===== src/rtl/bcd_serial_adder.sv =====
// Digit-serial packed-BCD adder: one decimal digit per clock, least significant
// digit first, result and carry-out registered at the end of the pass.
//
// state | meaning
// ------+----------------------------------------------------------
// IDLE  | waiting for start; sum/cout/err hold the last result
// ADD   | processing digit idx of the latched operands, busy=1
// DONE  | result just copied to sum/cout, done=1 for this cycle
module bcd_serial_adder #(
  parameter int NDIG = 4
) (
  input  logic              clk,
  input  logic              rst_n,
  input  logic              start,
  input  logic [4*NDIG-1:0] a,
  input  logic [4*NDIG-1:0] b,
  input  logic              cin,
  output logic              busy,
  output logic              done,
  output logic [4*NDIG-1:0] sum,
  output logic              cout,
  output logic              err
);

  localparam int IW = (NDIG > 1) ? $clog2(NDIG) : 1;

  typedef enum logic [1:0] {IDLE, ADD, DONE} state_t;

  state_t            state, state_nxt;
  logic [4*NDIG-1:0] a_q, b_q, work, work_nxt;
  logic              carry, carry_nxt;
  logic [IW-1:0]     idx;
  logic              accept, last, op_err;
  logic [3:0]        a_dig, b_dig, dig;
  logic [4:0]        z, z_adj;

  // start is only honoured when no addition is running
  assign accept = start && (state != ADD);
  assign last   = (idx == IW'(NDIG - 1));

  // one BCD digit step: binary add, then +6 correction when above 9
  always_comb begin
    a_dig     = a_q[idx*4 +: 4];
    b_dig     = b_q[idx*4 +: 4];
    z         = {1'b0, a_dig} + {1'b0, b_dig} + {4'b0000, carry};
    z_adj     = z + 5'd6;
    if (z > 5'd9) begin
      dig       = z_adj[3:0];
      carry_nxt = 1'b1;
    end else begin
      dig       = z[3:0];
      carry_nxt = 1'b0;
    end
    work_nxt             = work;
    work_nxt[idx*4 +: 4] = dig;
  end

  // flag any non-BCD digit on the live operand inputs (latched on accept)
  always_comb begin
    op_err = 1'b0;
    for (int i = 0; i < NDIG; i++) begin
      if ((a[4*i +: 4] > 4'd9) || (b[4*i +: 4] > 4'd9)) op_err = 1'b1;
    end
  end

  // state register
  always_ff @(posedge clk or negedge rst_n) begin
    if (!rst_n) state <= IDLE;
    else        state <= state_nxt;
  end

  // next-state logic
  always_comb begin
    state_nxt = state;
    case (state)
      IDLE:    if (start) state_nxt = ADD;
      ADD:     if (last)  state_nxt = DONE;
      DONE:    state_nxt = start ? ADD : IDLE;
      default: state_nxt = IDLE;
    endcase
  end

  // outputs decoded from state
  always_comb begin
    busy = (state == ADD);
    done = (state == DONE);
  end

  // operand latch, digit walk and result registers
  always_ff @(posedge clk or negedge rst_n) begin
    if (!rst_n) begin
      a_q   <= '0;
      b_q   <= '0;
      work  <= '0;
      carry <= 1'b0;
      idx   <= '0;
      sum   <= '0;
      cout  <= 1'b0;
      err   <= 1'b0;
    end else if (accept) begin
      a_q   <= a;
      b_q   <= b;
      work  <= '0;
      carry <= cin;
      idx   <= '0;
      err   <= op_err;
    end else if (state == ADD) begin
      work  <= work_nxt;
      carry <= carry_nxt;
      if (last) begin
        // final digit goes straight into sum so it is valid with done
        sum  <= work_nxt;
        cout <= carry_nxt;
      end else begin
        idx <= idx + 1'b1;
      end
    end
  end

endmodule


===== config.mk =====
export PLATFORM = sky130hd
export DESIGN_NAME = bcd_serial_adder
export DESIGN_NICKNAME = d
export VERILOG_FILES = /design/src/rtl/bcd_serial_adder.sv
export SDC_FILE = /design/constraint.sdc
export NUM_CORES = 1
export LEC_CHECK = 0
export CAP_MARGIN = 20
export CORE_UTILIZATION = 59
export CTS_BUF_LIST = sky130_fd_sc_hd__clkbuf_8
export DETAILED_ROUTE_END_ITERATION = 8
export GPL_TIMING_DRIVEN = 0
export PLACE_DENSITY = 0.87
export SKIP_CTS_REPAIR_TIMING = 1
export SLEW_MARGIN = 20
export SYNTH_ARGS = -nofsm -noshare
export SYNTH_HDL_FRONTEND = slang
export SYNTH_SLANG_ARGS = --single-unit

===== constraint.sdc =====
create_clock -name clk -period 8 [get_ports clk]
set_clock_uncertainty 0.2 [all_clocks]
set_input_delay 0.8 -clock clk [delete_from_list [all_inputs] [get_ports clk]]
set_output_delay 0.8 -clock clk [all_outputs]
set_load 0.01 [all_outputs]

Word level (Yosys, flattened, before mapping)
Index checks and enable logic that the tools add are counted.
{"block": "word_totals", "regBits": 71, "wordCells": 63}
{"block": "op_classes", "reduce_logical": 10, "n_eq_ne": 7, "n_bitwise": 1, "n_shift": 4, "muxes": 18, "addsub": 5, "order_cmp": 9}
{"cell": "$neg A4 Y34", "n": 1}
{"cell": "$shift A4 B34 Y16 const A", "n": 1}
{"cell": "$shiftx A4 B34 Y16", "n": 1}
{"cell": "$gt A4 B4 Y1 const B", "n": 8}
{"cell": "$mux W16", "n": 2}
{"cell": "$shiftx A16 B5 Y4", "n": 2}
{"cell": "$bwmux W16", "n": 1}
{"cell": "$mux W2", "n": 5}
{"cell": "$mux W1", "n": 8}
{"cell": "$pmux W2 S3", "n": 1}
{"cell": "$add A4 B4 Y5", "n": 1}
{"cell": "$add A5 B1 Y5", "n": 1}
{"cell": "$gt A5 B4 Y1 const B", "n": 1}
{"cell": "$add A4 B3 Y4 const B", "n": 1}
{"cell": "$eq A2 B2 Y1 const B", "n": 2}
{"cell": "$logic_or A1 B1 Y1", "n": 4}
{"cell": "$mux W4", "n": 1}
{"cell": "$ne A2 B1 Y1 const B", "n": 2}
{"cell": "$ne A2 B2 Y1 const B", "n": 2}
{"cell": "$reduce_and A2 Y1", "n": 2}
{"cell": "$reduce_and A3 Y1", "n": 1}
{"cell": "$add A2 B1 Y2 const B", "n": 1}
{"cell": "$eq A2 B1 Y1 const B", "n": 1}
{"cell": "$logic_not A2 Y1", "n": 1}
{"cell": "other kinds (3)", "n": 3}

Depth between registers and ports, before layout
{"block": "logic_depth", "word_depth": 9, "mapped_depth": 11, "ltp_nobuf": 10}

Worst setup path before layout
No wires, ideal clock.
{"block": "synth_path", "path_type": "register to register", "from": "register idx[0]", "to": "register sum[2]", "stages_incl_launch_ff": 12, "path_slack_ps": 4209, "arrival_ps": 3514, "period_less_slack_ps": 3791, "cell_sequence": "dfrtp_1 buf_2 mux4_2 fa_1 fa_1 xnor2_1 ha_1 nor2b_1 a31o_1 o31a_1 mux2_4 o21ai_1"}
{"block": "synth_via", "elab_chain_cells": 7, "word_cells_on_any_way": 13, "classes_between": "4 x add/sub; 1 x order compare; 1 x eq/ne; 4 x shift; 2 x mux; 1 x reduce/logical"}
{"item": "from (decl)", "line_no": "32", "source": "logic [IW-1:0] idx;"}
{"item": "from (signal assigned)", "line_no": "115", "source": "idx <= idx + 1'b1;"}
{"item": "$shiftx A16 B5 Y4, on equally long branches", "line_no": "43, 44"}
{"item": "$add A4 B4 Y5", "line_no": "45", "source": "z = {1'b0, a_dig} + {1'b0, b_dig} + {4'b0000, carry};"}
{"item": "$add A5 B1 Y5", "line_no": "45"}
{"item": "$add A4 B3 Y4 / $gt A5 B4 Y1 (equally long branches)", "line_no": "46, 47"}
{"item": "$mux W4", "line_no": "47", "source": "if (z > 5'd9) begin"}
{"item": "$shiftx A4 B34 Y16", "line_no": "55", "source": "work_nxt[idx*4 +: 4] = dig;"}
{"item": "$bwmux W16", "line_no": "55"}
{"item": "to (signal assigned)", "line_no": "112", "source": "sum <= work_nxt;"}
{"item": "to (decl)", "line_no": "20", "source": "output logic [4*NDIG-1:0] sum,"}
Several ways; a longest one is shown, not always the timed one.
A chain may end at the register's enable or synchronous reset.

Final worst setup path
{"block": "layout_path", "from": "register idx[0]", "to": "register work[5]"}
{"block": "layout_via", "elab_chain_cells": 9, "word_cells_on_any_way": 13, "classes_between": "4 x add/sub; 1 x order compare; 4 x shift; 4 x mux"}
{"item": "$shiftx A16 B5 Y4, on equally long branches", "line_no": "43, 44"}
{"item": "$add A4 B4 Y5", "line_no": "45"}
{"item": "$add A5 B1 Y5", "line_no": "45"}
{"item": "$add A4 B3 Y4 / $gt A5 B4 Y1 (equally long branches)", "line_no": "46, 47"}
{"item": "$mux W4", "line_no": "47"}
{"item": "$shiftx A4 B34 Y16", "line_no": "55"}
{"item": "$bwmux W16 *", "line_no": "55"}
{"item": "$mux W16 *", "line_no": "107", "source": "end else if (state == ADD) begin"}
{"item": "$mux W16 *", "line_no": "100", "source": "end else if (accept) begin"}
{"item": "to (signal assigned)", "line_no": "108", "source": "work <= work_nxt;"}
{"item": "to (decl)", "line_no": "30", "source": "logic [4*NDIG-1:0] a_q, b_q, work, work_nxt;"}
Mark *: on every way between the ends. The rest lies on a longest branch, timed or not. The select of a mux whose other input is x is not followed.

==> metrics.md <==
| Metric | Value |
|---|---|
| Final GP Congestion | `0.8468` |
| Crit Path Category | `flip-flop to flip-flop` |
| Worst Setup Start Kind | `flip-flop` |
| Post-route ant nets | `0` |
| First-pass GRT wire length | `12.69 mm` |
| Final worst path period share | `0.5383` |
| Cts bufs inserted | `9` |
| Share of cells above drive strength 1 | `0.1746` |
| Drt via density | `5.929` |
| Fin crit period | `4.306 ns` |
| Post-Synthesis Cells | `283` |
| Std-Cell Core Area | `0.005270 mm²` |
| Synth top cells by count | `dfrtp_1, mux2_2, o21ai_0` |
| CP Max Fanout | `10` |
| Number of diodes | `0` |
| Vias in the first global route | `2653` |
| Max-slew violations | `0` |
| Yosys cell types | `34` |
| Synth area leader | `dfrtp_1` |
| Clock Latency Late Sink | `0.34 ns` |
| Asr flop ratio synth | `1.000` |
| Main flop type after synthesis | `dfrtp_1` |
| Unrepaired setup endpoints after global routing | `false` |
| Max cap viols | `0` |
| Cell-by-cell trace of the critical path | `buf_2 -> mux4_2 -> fa_1 -> fa_1 -> xnor2_1 -> ha_1 -> nor2b_1 -> a31o_1 -> o31a_1 -> xnor2_2 -> o21ai_0` |
| DR iter-0 viols | `180` |
| Area Overhead vs Synth | `25.39%` |
| CP startpoint | `idx[0]` |
| Top cell by count, worst path | `fa_1` |
| Slew @ Worst Pin | `0.6141 ns` |
| Ys Warns | `0` |
| Finish-stage setup viols | `0` |
| Total GRT Usage | `0.2767` |
| CTS Buffer Depth | `2` |
| Placed wire-length estimate | `5.367 mm` |
| Outcome | `complete, no violations` |
| Syn Nets | `331` |
| CTS clk-pin slew, worst paths | `0.08 ns` |
| Fin nets | `398` |
| Number of fill cells | `334` |
| Total grt overflow | `0` |
| WP data required | `8.00 ns` |
| Total routed wirelength | `7.330 mm` |
| Initial antenna violation count | `0` |
| Worst min-delay path class | `input port to asynchronous set/reset pin` |
| Reg-to-reg slack, setup | `3.69 ns` |
| CTS sink cnt | `71` |
| Synth top area cells | `dfrtp_1, mux2_2, mux4_2` |
| Max incr delay on CP | `0.59 ns` |
| Input/output buffers | `55` |
| Cell with the most instances after synthesis | `dfrtp_1` |
| Die area | `0.005950 mm²` |
| Via count | `2520` |
| Crit-path slowest cell | `mux4_2` |
| Synth Register Bits | `71` |
| Worst Path Arrival | `4.30 ns` |
| Slew HR | `0.5848` |
| Worst Path Buf+Inv | `1` |
| Final hold viol count | `0` |
| Clock root cell | `clkbuf_8` |
| # IOs | `56` |
| Seq/Total Area, Yosys | `0.5334` |
| Synthesized area | `0.003331 mm²` |
| Initial cell density of the core | `0.6320` |
| Pin count of the biggest net entering global routing | `37` |
| Pre-antenna DRT Iters | `5` |
| CP top delay family | `adder cells` |
| Post-synth EDFFs | `0` |
| Die Y | `77.14 µm` |
| Setup TNS | `0 ns` |
| Synth top area share | `0.5334` |
| Synth Area per Inst | `11.77 µm²` |
| Rows | `26` |
| RR Startpoint | `idx[0]` |
| FMAX | `0.2322 GHz` |
| CP endpoint kind | `flip-flop` |
| CTS tree | `built` |
| Die Width | `77.14 µm` |
| CTS H-tree depth | `3` |
| WL/cell | `17.25 µm` |
| # DRC | `0` |
[layer usage]
metal,vias up,global-route usage,wire length (µm)
li1,1163,-,-
met1,1241,0.3422,2985
met2,96,0.4743,3837
met3,20,0.04048,305
met4,0,0.1340,201
met5,-,0,0
[worst paths after layout]
path,end,depth (start not counted)
min in group clk,work[11],2
min,work[13],1
max reg2reg,work[5],11
max,work[5],11
min reg2reg,work[11],2
max in group asynchronous,carry,2
[flip-flops by register name, indices dropped and copies added, names as in the netlist]
signal and flops:
a_q 16, b_q 16, sum 16, work 16
idx 2, state 2, carry 1, cout 1
err 1
[kinds of logic (layout without fill, tap and decap cells)]
kind of cell | count (synthesis) | after routing | synth area share
xor+xnor | 2 | 2 | 0.007515
fa+ha+maj | 12 | 12 | 0.04959
buf+inv | 23 | 95 | 0.02705
flops | 71 | 71 | 0.5334
mux | 42 | 42 | 0.1702
simple gates | 63 | 63 | 0.08978
compound gates | 70 | 70 | 0.1225
[cell type report]
class,instances,area (µm²),area share
flip-flops and latches,71,1777,0.4254
multi-input cells,189,1464,0.3505
repair buffers,56,568.0,0.1360
clock buffers,10,137.6,0.03295
well taps,70,87.58,0.02097
clock inverters,6,52.55,0.01258
plain buffers,12,48.80,0.01168
inverters,11,41.29,0.009886
[placed cells by master, fill, tap and decap left out, drive strengths merged, types with 3 or more instances in the layout]
cell type / synthesis / routed
nor2b: 3 / 3
buf: 3 / 5
mux2: 34 / 34
clkinv: 0 / 3
a21oi: 16 / 16
dfrtp: 71 / 71
clkdlybuf4s50: 0 / 54
mux4: 8 / 8
a32o: 4 / 4
ha: 10 / 10
o21ai: 38 / 38
inv: 11 / 13
a221oi: 4 / 4
and3: 12 / 12
nor2: 10 / 10
nand2: 28 / 28
clkbuf: 9 / 19
[stage by stage]
stage	worst slack [ns]	cells	area, µm²	hold WS [ns]	util
after floorplan	4.209	283	3331	0.2418	-
after global placement	3.625	408	3969	0.2532	0.7531
after detailed placement	3.766	409	3986	0.2646	0.7564
after CTS	3.694	425	4177	0.2186	0.7925
after global routing	3.471	425	4177	0.2410	0.7925
final	3.694	425	4177	0.2052	0.7925
Power is left out: the tool's default activity adds up to more than one toggle a clock period on the data nets, which glitch-free logic cannot reach.
